===== config.mk =====
export PLATFORM = sky130hd
export DESIGN_NAME = i2s_rx_axis
export DESIGN_NICKNAME = d
export VERILOG_FILES = /design/src/rtl/i2s_rx_pkg.sv /design/src/rtl/i2s_rx_fifo.sv /design/src/rtl/i2s_rx_axis.sv
export SDC_FILE = /design/constraint.sdc
export NUM_CORES = 1
export LEC_CHECK = 0
export ABC_AREA = 1
export BUFFER_PORTS_ARGS = -buffer_cell sky130_fd_sc_hd__buf_2
export CORE_MARGIN = 5
export CORE_UTILIZATION = 62
export DETAILED_ROUTE_END_ITERATION = 6
export GPL_TIMING_DRIVEN = 0
export PLACE_DENSITY_LB_ADDON = 0.15
export SLEW_MARGIN = 15
export SYNTH_ARGS = -nofsm -noshare
export SYNTH_HDL_FRONTEND = slang
export SYNTH_SLANG_ARGS = --single-unit

===== constraint.sdc =====
create_clock -name aclk -period 3.6 [get_ports aclk]
set_clock_uncertainty 0.2 [all_clocks]
set_input_delay 0.72 -clock aclk [delete_from_list [all_inputs] [get_ports aclk]]
set_output_delay 0.72 -clock aclk [all_outputs]
set_load 0.01 [all_outputs]

===== src/rtl/i2s_rx_pkg.sv =====
// Shared widths, entry type and serial-format delay for the I2S receiver.
// I2S_RX_LJ_EN selects left-justified framing (MSB on the first bclk after the lr edge).
package i2s_rx_pkg;

  localparam int SAMPLE_W = 16;
  localparam int STEREO_W = 32;

`ifdef I2S_RX_LJ_EN
  localparam int I2S_DELAY = 0;
`else
  localparam int I2S_DELAY = 1;
`endif

  typedef struct packed {
    logic                tlast;
    logic [SAMPLE_W-1:0] l;
    logic [SAMPLE_W-1:0] r;
  } fifo_entry_t;

endpackage


===== src/rtl/i2s_rx_fifo.sv =====
// Synchronous show-ahead FIFO: the head entry is visible on head_o whenever empty_o is low.
module i2s_rx_fifo
  import i2s_rx_pkg::*;
#(
  parameter int DEPTH = 8
) (
  input  logic        aclk,
  input  logic        aresetn,
  input  logic        push_i,
  input  fifo_entry_t push_data_i,
  input  logic        pop_i,
  output fifo_entry_t head_o,
  output logic        full_o,
  output logic        empty_o
);

  localparam int AW = (DEPTH > 1) ? $clog2(DEPTH) : 1;
  localparam int CW = AW + 1;
  localparam logic [AW:0] FULL_CNT = CW'(DEPTH);

  fifo_entry_t   mem_q [DEPTH];
  logic [AW-1:0] wr_ptr_q;
  logic [AW-1:0] rd_ptr_q;
  logic [AW:0]   count_q;
  logic          do_push;
  logic          do_pop;

  assign full_o  = (count_q == FULL_CNT);
  assign empty_o = (count_q == '0);
  assign do_pop  = pop_i && !empty_o;
  // A full FIFO still accepts a push when the head leaves in the same cycle.
  assign do_push = push_i && (!full_o || do_pop);
  assign head_o  = mem_q[rd_ptr_q];

  always_ff @(posedge aclk) begin
    if (do_push) mem_q[wr_ptr_q] <= push_data_i;
  end

  always_ff @(posedge aclk) begin
    if (!aresetn) begin
      wr_ptr_q <= '0;
      rd_ptr_q <= '0;
      count_q  <= '0;
    end else begin
      if (do_push) wr_ptr_q <= wr_ptr_q + 1'b1;
      if (do_pop)  rd_ptr_q <= rd_ptr_q + 1'b1;
      case ({do_push, do_pop})
        2'b10:   count_q <= count_q + 1'b1;
        2'b01:   count_q <= count_q - 1'b1;
        default: count_q <= count_q;
      endcase
    end
  end

endmodule


===== src/rtl/i2s_rx_axis.sv =====
// Stereo I2S / left-justified receiver producing AXI4-Stream {L,R} words with framed tlast.
// Define I2S_RX_LJ_EN for left-justified input; default is Philips I2S.
module i2s_rx_axis
  import i2s_rx_pkg::*;
#(
  parameter int FIFO_DEPTH = 8,
  parameter int FRAME_LEN  = 256
) (
  input  logic                aclk,
  input  logic                aresetn,
  input  logic                i2s_bclk,
  input  logic                i2s_lrclk,
  input  logic                i2s_sdata,
  input  logic                rx_enable,
  input  logic                ovf_clr,
  output logic                ovf_sticky,
  output logic [STEREO_W-1:0] m_axis_tdata,
  output logic                m_axis_tvalid,
  input  logic                m_axis_tready,
  output logic                m_axis_tlast
);

  localparam int FCW = (FRAME_LEN > 1) ? $clog2(FRAME_LEN) : 1;
  localparam logic [FCW-1:0] FRAME_LAST = FCW'(FRAME_LEN - 1);
  localparam logic [5:0] SLOT_MAX = 6'd63;
  localparam logic [5:0] DLY      = 6'(I2S_DELAY);

  // [0] first sync stage, [1] synchronised, [2] history; all three inputs share the pipeline.
  logic [2:0]          bclk_q, lr_q, sd_q;
  logic                bclk_rise, lr_s, sd_s;
  logic [5:0]          slot_pos_q, slot_pos_d, idx;
  logic                lr_prev_q, lr_prev_d, lr_chg, in_range;
  logic [15:0]         sr_q, sr_d, sr_base;
  logic [15:0]         left_hold_q, left_hold_d;
  logic                left_valid_q, left_valid_d;
  logic                push_q, push_d;
  logic [STEREO_W-1:0] pair_q, pair_d;
  logic [FCW-1:0]      frame_q, frame_d;
  logic                ovf_q, ovf_d;
  logic                push_en, pop, accept, drop;
  logic                fifo_full, fifo_empty;
  fifo_entry_t         wr_entry, head;

  assign bclk_rise = bclk_q[1] && !bclk_q[2];
  assign lr_s      = lr_q[2];
  assign sd_s      = sd_q[2];

  always_comb begin
    slot_pos_d   = slot_pos_q;
    lr_prev_d    = lr_prev_q;
    sr_d         = sr_q;
    sr_base      = sr_q;
    left_hold_d  = left_hold_q;
    left_valid_d = left_valid_q && rx_enable;
    push_d       = 1'b0;
    pair_d       = pair_q;
    lr_chg       = 1'b0;
    idx          = '0;
    in_range     = 1'b0;
    if (bclk_rise) begin
      lr_chg    = (lr_s != lr_prev_q);
      lr_prev_d = lr_s;
      if (lr_chg)                       slot_pos_d = '0;
      else if (slot_pos_q != SLOT_MAX)  slot_pos_d = slot_pos_q + 6'd1;
      idx      = slot_pos_d - DLY;
      in_range = (slot_pos_d >= DLY) && (idx <= 6'd15);
      // An lr edge abandons any partial word from a short slot.
      sr_base  = lr_chg ? '0 : sr_q;
      sr_d     = sr_base;
      if (in_range) begin
        sr_d = {sr_base[14:0], sd_s};
        if (idx == 6'd15) begin
          if (!lr_s) begin
            if (rx_enable) begin
              left_hold_d  = sr_d;
              left_valid_d = 1'b1;
            end
          end else if (left_valid_q && rx_enable) begin
            push_d       = 1'b1;
            pair_d       = {left_hold_q, sr_d};
            left_valid_d = 1'b0;
          end
        end
      end
    end
  end

  assign push_en  = push_q && rx_enable;
  assign pop      = m_axis_tvalid && m_axis_tready;
  assign accept   = push_en && (!fifo_full || pop);
  assign drop     = push_en && fifo_full && !pop;
  assign wr_entry = '{tlast: (frame_q == FRAME_LAST), l: pair_q[31:16], r: pair_q[15:0]};

  always_comb begin
    frame_d = frame_q;
    if (accept) frame_d = (frame_q == FRAME_LAST) ? '0 : frame_q + 1'b1;
    // A drop in the same cycle as a clear keeps the flag set.
    ovf_d = drop ? 1'b1 : (ovf_clr ? 1'b0 : ovf_q);
  end

  always_ff @(posedge aclk) begin
    if (!aresetn) begin
      bclk_q       <= '0;
      lr_q         <= '0;
      sd_q         <= '0;
      slot_pos_q   <= SLOT_MAX;
      lr_prev_q    <= 1'b0;
      sr_q         <= '0;
      left_hold_q  <= '0;
      left_valid_q <= 1'b0;
      push_q       <= 1'b0;
      pair_q       <= '0;
      frame_q      <= '0;
      ovf_q        <= 1'b0;
    end else begin
      bclk_q       <= {bclk_q[1:0], i2s_bclk};
      lr_q         <= {lr_q[1:0], i2s_lrclk};
      sd_q         <= {sd_q[1:0], i2s_sdata};
      slot_pos_q   <= slot_pos_d;
      lr_prev_q    <= lr_prev_d;
      sr_q         <= sr_d;
      left_hold_q  <= left_hold_d;
      left_valid_q <= left_valid_d;
      push_q       <= push_d;
      pair_q       <= pair_d;
      frame_q      <= frame_d;
      ovf_q        <= ovf_d;
    end
  end

  i2s_rx_fifo #(.DEPTH(FIFO_DEPTH)) u_fifo (
    .aclk        (aclk),
    .aresetn     (aresetn),
    .push_i      (accept),
    .push_data_i (wr_entry),
    .pop_i       (pop),
    .head_o      (head),
    .full_o      (fifo_full),
    .empty_o     (fifo_empty)
  );

  assign m_axis_tvalid = !fifo_empty;
  assign m_axis_tdata  = m_axis_tvalid ? {head.l, head.r} : '0;
  assign m_axis_tlast  = m_axis_tvalid && head.tlast;
  assign ovf_sticky    = ovf_q;

endmodule


==> results.tsv, run 1 <==
stage	metric	value	unit
synthesis	top post-synthesis cells by area	edfxtp_1, dfxtp_1, nor2_1	
synthesis	register area share after synthesis	67.9	%
route	initial DRC count	1116	
global_routing	vias in the first global route	10149	
route	WL final	35.3	mm
synthesis	syn nets	1409	
setup_path	CP endpoint kind	output port	
clock_network	# Post-CTS Setup Buffers	0	
synthesis	Mapped Cells	1393	
floorplanning	Core Rows	56	
floorplanning	Initial Util	62.8	%
timing	setup violators final	0	
route	first-pass iteration count of the detailed router	6	
setup_path	CP startpoint kind	register	
clock_network	Inserted Clock Buffers	37	
min_path	beginning of the worst hold path	i2s_sdata	
timing	Final Critical Period	3.50	ns
synthesis	Synth top cells by count	nor2_1, edfxtp_1, o21ai_0	
pwr	Peak supply drop	403	uV
global_routing	pin count of the biggest net entering global routing	22	
synthesis	Distinct cells, synth	36	
setup_path	Data arrival, critical path	2.58	ns
synthesis	number of flops mapped to enable cells by yosys	264	
timing	Slew @ Worst Pin	0.722	ns
global_routing	aggregate global routing overflow	0	
clock_network	Longest Clk Path Bufs	3	
global_routing	met3 GRT Util	4.44	%
synthesis	Syn Area/Cell	10.6	sq um
placed_design	placed cell area	15600	sq um
timing	max-slew violations	0	
global_routing	overall global routing resource usage	26.5	%
clock_network	CTS tree	done	
setup_path	WP data required	2.68	ns
floorplanning	Placeable Area	23400	sq um
min_path	Hold Crit Class	input pin to register	
synthesis	top_reg_cell synth	edfxtp_1	
placed_design	hpwl dp	23.2	mm
global_routing	GR peak layer	met2	
global_routing	GR Util met2	45.3	%
setup_path	Critical path origin	u_fifo.count_q[1]	
synthesis	Warnings, synthesis	0	
setup_path	worst reg2reg startpoint	u_fifo.count_q[1]	
placed_design	dpl cells	1762	
route	Detail Route Antenna Nets	0	
layout	Final Instance Area	16800	sq um
placed_design	count of input and output buffers	42	
clock_network	CTS resizes	16	
layout	Final nets	1496	
route	Vias per Instance	5.77	
timing	Final Cycle Share	97.2	%
setup_path	CP Max Fanout	10	
floorplanning	I/O pin count	43	
synthesis	Yosys reg bits	367	
synthesis	count leader, synth	nor2_1	
clock_network	clock root cell	clkbuf_16	
setup_path	WS Path Type	register to output port	
route	wire per inst	19.3	microns
route	routed vias	10539	
timing	final hold violation count	0	
pwr	Cell Pwr Density	656	nW/um^2
status	status	completed	
synthesis	share of the synthesized area in the top cell type	53.9	%
flow_run	max-cap violation count	0	
clock_network	Post-CTS Hold Buffers	0	
timing	Max-slew headroom	51.9	%
floorplanning	die height	164	microns
clock_network	Sink Count	367	
layout	layout cell share with drive strength beyond 1	11.7	%
synthesis	area leader, netlist	edfxtp_1	
clock_network	Clk pin slew, worst setup/hold paths	0.06	ns
clock_network	Worst-Skew Late Latency	0.51	ns
synthesis	area of the mapped netlist	14700	sq um
clock_network	Max H-tree Level	2	
floorplanning	Die Wd	164	microns
placed_design	GPL Wtd Cong	0.888	
global_routing	initial antenna violation count	0	
timing	achievable frequency	0.286	GHz
route	DRC Markers	0	
floorplanning	die area	26900	sq um
global_routing	first-pass GRT wire length	54.7	mm
global_routing	GR Util met1	34.5	%
layout	Area Overhead vs Synth	14.2	%
layout	Finished Layout Cells	1826	
pwr	Leak	6.92	nW
layout	ANT cells	0	
synthesis	Async S/R FF share, synth	0	%
==> path summary, 6_finish.rpt <==
check	slack [ns]	to	depth (start not counted)
hold / removal	0.19	sd_q[0]	3
setup reg to reg	0.91	u_fifo.count_q[3]	12
hold reg to reg	0.22	lr_q[2]	2
setup / recovery	0.10	m_axis_tdata[12]	8
==> stage by stage <==
| stage | hold WS [ns] | setup slack, ns | power [W] | setup TNS, ns | util, % |
|---|---|---|---|---|---|
| 6_report | 0.193 | 0.101 | 0.0110 | 0 | 71.7 |
| 5_1_grt | 0.208 | -0.00161 | 0.0115 | -0.00161 | 71.7 |
| 4_1_cts | 0.176 | 0.0318 | 0.0110 | 0 | 71.7 |
| 3_5_place_dp | 0.207 | 0.138 | 0.00725 | 0 | 66.6 |
| 3_3_place_gp | 0.195 | -1.37 | 0.00718 | -313.39 | 65.4 |
| 2_1_floorplan | 0.190 | 0.247 | 0.00633 | 0 | - |
==> cell families after synthesis <==
kind of cell | synth area share (%)
compound gates | 11.8
xor+xnor | 0.289
fa+ha+maj | 0.732
buf+inv | 4.76
flops | 67.9
simple gates | 14.5
==> sequential cells by signal, summed over array words and instances, names as in the netlist, 4 cells and up, named ones only <==
register,count
left_hold_q,16
pair_q,32
frame_q,8
u_fifo.mem_q,264
slot_pos_q,6
sr_q,15
u_fifo.count_q,4
==> worst max-delay path, stage by stage (launching register included) <==
cell,delay (ns)
dfxtp_1,0.38
nor2_1,0.08
nand2_1,0.06
nor2_1,0.07
inv_1,0.33
clkbuf_1,0.47
o21ai_0,0.18
a31oi_1,0.30
buf_2,0.20
==> cell usage in the layout, fill, tap and decap left out, types with 11 or more instances in the layout <==
cell type,count
inv_1,83
clkbuf_1,52
o22ai_1,33
nand3_1,41
edfxtp_1,264
clkbuf_2,17
o21ai_0,185
a21oi_1,39
o21ai_1,32
nor2_4,11
nor2_1,314
buf_2,53
nand2_1,122
dfxtp_1,102
clkbuf_16,37
a31oi_1,33
==> layer usage <==
layer,share of wire [%],up-vias
met3,8.1,78
li1,-,4982
met4,2.7,0
met5,0,-
met2,50,448
met1,39,5031
==> power by group <==
| group | switching (W) | internal (W) |
|---|---|---|
| combinational | 0.00188 | 0.000830 |
| clock | 0.00153 | 0.00221 |
| sequential | 0.0000456 | 0.00451 |
==> cell type report <==
type                            count  area (sq um)
Clock buffer                       53          1030
Tap cell                          319           399
Sequential cell                   367          9990
Fill cell                        1636          6620
Buffer                             80           395
Timing Repair Buffer               50           415
Clock inverter                     13           156
Inverter                           87           328
Multi-Input combinational cell    857          4070
Power figures use the tool's default switching activity.
==> inputs of run 2 (changes only) <==
- CORE_ASPECT_RATIO: not set -> 0.7
- SYNTH_HIERARCHICAL: not set -> 1
==> run 2 against run 1 <==
Sequential power decreased by 2%. Register-to-register slack got worse by 0.58 ns. Routed wire length decreased by 2.2%. Critical path depth unchanged. Flip-flop and latch count unchanged. Final cell count decreased by 1.7%. Synthesized area increased by 2.2%. Combinational power decreased by 94%. Sequential share of layout area decreased by 1.2 points. Power decreased by 26%. Global-route usage decreased by 1.7 points.
==> results.tsv, run 2 <==
stage	metric	value	unit
global_routing	aggregate global routing overflow	0	
floorplanning	die area	27500	sq um
setup_path	R2R Setup Slk	0.33	ns
synthesis	share of the synthesized area in the top cell type	52.8	%
floorplanning	Placeable Area	23800	sq um
timing	Final Cycle Share	92.8	%
route	Vias per Instance	5.69	
timing	final setup margin	0.259	ns
setup_path	Worst path depth	8	
setup_path	cell family with most CP delay	buffers and inverters	
setup_path	Data arrival, critical path	2.42	ns
synthesis	Yosys reg bits	367	
route	Detail Route Antenna Nets	0	
route	initial DRC count	875	
global_routing	first-pass GRT wire length	53.3	mm
min_path	Hold Crit Class	input pin to register	
setup_path	CP Max Fanout	10	
placed_design	dpl ws	-0.0707	ns
setup_path	r2r worst-path depth	11	
synthesis	number of flops mapped to enable cells by yosys	264	
setup_path	Critical Path End	m_axis_tdata[2]	
synthesis	top_reg_cell synth	edfxtp_1	
route	DRC Markers	0	
global_routing	vias in the first global route	9709	
status	status	completed	
placed_design	hpwl dp	22.3	mm
timing	max-slew violations	0	
synthesis	area leader, netlist	edfxtp_1	
layout	Area Overhead vs Synth	14.1	%
timing	Final Critical Period	3.34	ns
clock_network	CTS tree	done	
synthesis	Syn Area/Cell	11.1	sq um
timing	final hold violation count	0	
synthesis	syn nets	1369	
setup_path	WP data required	2.68	ns
synthesis	top post-synthesis cells by area	edfxtp_1, dfxtp_1, nand2_1	
pwr	Peak supply drop	340	uV
clock_network	clock root cell	clkbuf_16	
timing	Slew @ Worst Pin	0.709	ns
floorplanning	die height	140	microns
synthesis	Synth top cells by count	edfxtp_1, nand2_1, nor2_1	
pwr	Power, Total	0.00816	W
synthesis	count leader, synth	edfxtp_1	
floorplanning	Initial Util	63.2	%
pwr	Leak	6.45	nW
flow_run	max-cap violation count	0	
setup_path	WS Path Type	register to output port	
layout	biggest regs	u_fifo/mem_q (264), pair_q (32), left_hold_q (16)	
setup_path	worst reg2reg endpoint	u_fifo/mem_q[6][21]	
layout	Final nets	1467	
timing	RSZ-0062 raised after global routing	false	
setup_path	crit-path most repeated cell	nand2_1	
setup_path	cells along the critical path	clkbuf_1 > o21ai_0 > o22ai_1 > nand2_1 > nand2_1 > inv_1 > nor2_1 > buf_2	
placed_design	GPL Wtd Cong	0.899	
floorplanning	Core Rows	47	
global_routing	pin count of the biggest net entering global routing	21	
setup_path	CP Buf/Inv Count	3	
placed_design	dpl cells	1722	
min_path	Worst Hold Depth	3	
layout	Finished Layout Cells	1795	
timing	Hold WS	0.195	ns
route	WL final	34.5	mm
layout	most common cell after layout, fill and taps aside	edfxtp_1	
layout	layout cell share with drive strength beyond 1	12.7	%
synthesis	Warnings, synthesis	6	
synthesis	Mapped Cells	1354	
global_routing	initial antenna violation count	0	
route	wire per inst	19.2	microns
setup_path	CP endpoint kind	output port	
floorplanning	Die Wd	196	microns
route	first-pass iteration count of the detailed router	5	
clock_network	Longest Clk Path Bufs	3	
clock_network	Inserted Clock Buffers	35	
layout	ANT cells	0	
timing	setup violators final	0	
clock_network	Worst-Skew Late Latency	0.51	ns
setup_path	CP startpoint kind	register	
layout	max reg flops	264	
synthesis	Async S/R FF share, synth	0	%
clock_network	Sink Count	367	
setup_path	CP max-delay cell	clkbuf_1	
clock_network	Clk pin slew, worst setup/hold paths	0.06	ns
timing	Max-slew headroom	52.6	%
placed_design	count of input and output buffers	42	
route	routed vias	10212	
setup_path	Worst path max stage delay	0.56	ns
layout	Largest Register	u_fifo/mem_q	
layout	most frequent cells in the layout	edfxtp_1, nand2_1, nor2_1	
synthesis	register area share after synthesis	66.5	%
floorplanning	I/O pin count	43	
global_routing	overall global routing resource usage	24.8	%
timing	achievable frequency	0.299	GHz
setup_path	worst reg2reg startpoint	u_fifo/count_q[0]	
synthesis	area of the mapped netlist	15000	sq um
clock_network	Max H-tree Level	2	
pwr	Cell Pwr Density	476	nW/um^2
synthesis	Distinct cells, synth	38	
[run 2: cell count changes after synthesis, moves of 10 or more]
cell / previous run / this run
a21oi_1: 39 / 78
mux2i_1: 0 / 66
o22ai_1: 33 / 66
a31oi_1: 33 / 0
buf_2: 9 / 19
o21ai_0: 185 / 103
nor2_1: 322 / 151
nand3_1: 41 / 30
inv_1: 83 / 142
clkbuf_1: 62 / 30
nand2_1: 122 / 196
[run 2: worst register-to-register path: stages, from the launching register on]
cell	delay, ns
dfxtp_1	0.40
nor2_2	0.07
nand2_1	0.10
inv_1	0.27
nor2_1	0.35
inv_1	0.11
a21oi_2	0.33
nand2_1	0.20
inv_1	0.11
nand2_1	0.26
nor2_4	0.33
buf_4	0.25
[run 2: report_power, final]
part / total [W] / internal [W] / switching (W)
combinational: 0.000160 / 0.0000462 / 0.000114
clock: 0.00351 / 0.00202 / 0.00149
sequential: 0.00449 / 0.00448 / 0.00000780
total: 0.00816 / 0.00655 / 0.00161
[run 2: routing by layer]
metal / track usage (%) / wire length (microns) / vias to the layer above
met1: 36.8 / 15300 / 4885
met4: 5.91 / 670 / 0
met3: 3.96 / 2870 / 57
li1: - / - / 4867
met2: 39.0 / 15600 / 403
met5: 0 / 0 / -
[run 2: layout make-up]
class,count,area [sq um]
fillers,1635,6620
clock buffers,50,972
clock inverters,12,109
well taps,318,398
flip-flops and latches,367,9990
plain buffers,68,435
inverters,148,556
multi-input cells,770,4100
repair buffers,62,586
[run 2: cells by family after synthesis]
kind of cell               after synthesis  share of synthesized area (%)
buffers and inverters                  217                           6.61
adders and majority gates                7                          0.633
AOI/OAI and AO/OA                      277                           9.92
muxes                                   66                           4.40
DFF                                    367                           66.5
xor gates and xnor gates                 3                          0.225
and+or+nand+nor                        417                           11.7
[run 2: how the worst min path moves through the flow]
| stage | startpoint | endpoint | slack (ns) |
|---|---|---|---|
| 4_1_cts | i2s_lrclk | lr_q[0] | 0.19 |
| 2_1_floorplan | bclk_q[0] | bclk_q[1] | 0.19 |
| 3_3_place_gp | sd_q[0] | sd_q[1] | 0.20 |
| 5_1_grt | i2s_bclk | bclk_q[0] | 0.21 |
| 6_report | i2s_sdata | sd_q[0] | 0.20 |
| 3_5_place_dp | bclk_q[0] | bclk_q[1] | 0.20 |
[run 2: metrics by stage]
stage	utilization [%]	setup TNS, ns	area, sq um
2_1_floorplan	-	0	15000
3_3_place_gp	65.8	-456.95	15600
3_5_place_dp	66.9	-2.52	15900
4_1_cts	72.0	0	17100
5_1_grt	72.2	0	17100
6_report	72.2	0	17100
[run 2: what timing repair did]
item | in CTS | in global routing
pin swaps | 7 | 1
setup buffers | 8 | 4
cloned | 0 | 0
gates resized for setup | 0 | 2
endpoints found under the setup margin | 113 | 54
hold buffers | 0 | 0
==> inputs of run 3 (changes only) <==
- PLACE_DENSITY: not set -> 0.9
- PLACE_DENSITY_LB_ADDON: 0.15 -> not set
==> run 3 against run 2 <==
Sequential share of layout area up 0.33 points. Register-to-register slack worse by 0.12 ns. Die area unchanged. Sequential power about the same. Clock power about the same. Critical path depth up 7. Core utilization down 0.40 points. Routed wire length up 6.8%. Largest power group unchanged. Highest routed layer unchanged.
==> results.tsv, run 3 (same netlist as run 2, synthesis figures left out) <==
stage	metric	value	unit
pwr	Peak supply drop	362	uV
layout	layout cell share with drive strength beyond 1	12.6	%
floorplanning	I/O pin count	43	
timing	RSZ-0062 raised after global routing	false	
setup_path	WP data required	3.80	ns
clock_network	Max H-tree Level	2	
setup_path	CP Buf/Inv Count	5	
timing	Final Cycle Share	94.0	%
clock_network	Post-CTS Hold Buffers	0	
timing	max-slew violations	0	
setup_path	CP max-delay cell	dfxtp_1	
floorplanning	die height	140	microns
route	DRC Markers	0	
layout	most frequent cells in the layout	edfxtp_1, nand2_1, nor2_1	
timing	achievable frequency	0.295	GHz
pwr	Leak	6.41	nW
timing	Hold WS	0.198	ns
floorplanning	Initial Util	63.2	%
timing	setup violators final	0	
clock_network	Longest Clk Path Bufs	3	
timing	Final Critical Period	3.39	ns
setup_path	R2R Setup Slk	0.21	ns
setup_path	Data arrival, critical path	3.59	ns
layout	max reg flops	264	
placed_design	hpwl dp	23.7	mm
floorplanning	Core Rows	47	
clock_network	Inserted Clock Buffers	34	
setup_path	cells along the critical path	nor2_1 > nand2_1 > inv_1 > clkbuf_1 > nor2_1 > inv_1 > a21oi_2 > inv_1 > nand3_1 > inv_1 > ha_1 > a21oi_1 > nand3_1 > a21oi_1 > nor2_1	
layout	Area Overhead vs Synth	13.5	%
clock_network	Worst-Skew Late Latency	0.51	ns
route	Detail Route Antenna Nets	0	
layout	most common cell after layout, fill and taps aside	edfxtp_1	
layout	Final nets	1465	
setup_path	worst reg2reg endpoint	u_fifo/count_q[3]	
global_routing	pin count of the biggest net entering global routing	24	
setup_path	WS Path Type	register to register	
route	routed vias	10769	
pwr	Cell Pwr Density	477	nW/um^2
layout	ANT cells	0	
setup_path	worst reg2reg startpoint	u_fifo/count_q[3]	
flow_run	max-cap violation count	0	
min_path	Hold Crit Class	input pin to register	
route	initial DRC count	1600	
setup_path	r2r worst-path depth	15	
global_routing	first-pass GRT wire length	56.8	mm
layout	fillers	1552	
timing	Slew @ Worst Pin	0.912	ns
clock_network	Sink Count	367	
floorplanning	Placeable Area	23800	sq um
min_path	WHS Endpoint	bclk_q[0]	
setup_path	Worst path max stage delay	0.42	ns
status	status	completed	
clock_network	Clk pin slew, worst setup/hold paths	0.06	ns
global_routing	vias in the first global route	10465	
setup_path	CP Max Fanout	8	
min_path	beginning of the worst hold path	i2s_bclk	
layout	Final Core Density	71.8	%
layout	biggest regs	u_fifo/mem_q (264), pair_q (32), left_hold_q (16)	
floorplanning	die area	27500	sq um
setup_path	CP startpoint kind	register	
timing	Sum Neg Setup Slack	0	ns
timing	Max-slew headroom	38.9	%
setup_path	cell family with most CP delay	simple AND/OR/NAND/NOR gates	
clock_network	clock root cell	clkbuf_16	
clock_network	CTS tree	done	
route	Vias per Instance	6.01	
min_path	Worst Hold Depth	3	
route	wire per inst	20.6	microns
floorplanning	Die Wd	196	microns
placed_design	count of input and output buffers	42	
global_routing	aggregate global routing overflow	0	
timing	final setup margin	0.214	ns
route	WL final	36.8	mm
global_routing	initial antenna violation count	1	
setup_path	crit-path most repeated cell	inv_1	
setup_path	CP endpoint kind	register	
layout	Largest Register	u_fifo/mem_q	
global_routing	overall global routing resource usage	26.4	%
route	first-pass iteration count of the detailed router	6	
timing	final hold violation count	0	
placed_design	GPL Wtd Cong	0.918	
placed_design	dpl ws	0.00513	ns
==> run 3: stage by stage <==
step / total power, W / cell area [sq um] / cells
4_1_cts: 0.00816 / 17000 / 1782
3_5_place_dp: 0.00474 / 15900 / 1722
5_1_grt: 0.00839 / 17000 / 1791
3_3_place_gp: 0.00473 / 15600 / 1714
2_1_floorplan: 0.00470 / 15000 / 1354
6_report: 0.00814 / 17000 / 1791
==> run 3: worst register-to-register path, cell delays in order (launching register included) <==
cell and delay (ns):
dfxtp_1 0.42, nor2_1 0.07, nand2_1 0.11, inv_1 0.05
clkbuf_1 0.32, nor2_1 0.35, inv_1 0.12, a21oi_2 0.32
inv_1 0.10, nand3_1 0.20, inv_1 0.10, ha_1 0.33
a21oi_1 0.19, nand3_1 0.14, a21oi_1 0.19, nor2_1 0.06
==> run 3: cell type report <==
type | instances | area [sq um] | area share (%)
tap | 318 | 398 | 2.33
timing repair buffer | 60 | 505 | 2.97
inverter | 148 | 556 | 3.26
multi-input combinational | 770 | 4100 | 24.0
buffer | 69 | 440 | 2.58
clock inverter | 18 | 163 | 0.954
clock buffer | 41 | 898 | 5.27
sequential | 367 | 9990 | 58.6
==> run 3: power by group <==
part	switching (W)	internal [W]
clock	0.00150	0.00200
combinational	0.000115	0.0000463
sequential	0.00000837	0.00448
total	0.00162	0.00652
==> run 3: worst max path at each step <==
| stage | end | cells after the start | from | slack [ns] |
|---|---|---|---|---|
| after global placement | u_fifo/mem_q[0][4] | 11 | u_fifo/count_q[0] | -1.78 |
| after CTS | u_fifo/mem_q[1][8] | 12 | u_fifo/count_q[3] | 0.01 |
| final | u_fifo/count_q[3] | 15 | u_fifo/count_q[3] | 0.21 |
| after detailed placement | u_fifo/mem_q[2][2] | 12 | u_fifo/count_q[3] | 0.005 |
| after global routing | u_fifo/count_q[3] | 15 | u_fifo/count_q[3] | 0.02 |
| after floorplan | u_fifo/mem_q[0][0] | 8 | m_axis_tready | 0.004 |
==> run 3: routing by layer <==
layer / vias to the layer above / track usage, % / part of all wire [%]
met5: - / 0 / 0
met4: 0 / 7.38 / 2.4
met3: 77 / 5.02 / 12
met2: 724 / 42.8 / 46
met1: 5098 / 37.2 / 39
li1: 4870 / - / -
==> run 3: timing repair <==
item,CTS,global route
hold endpoints to repair,0,0
endpoints found under the setup margin,7,169
pin swaps,1,7
gates resized for setup,0,4
setup buffers,1,9
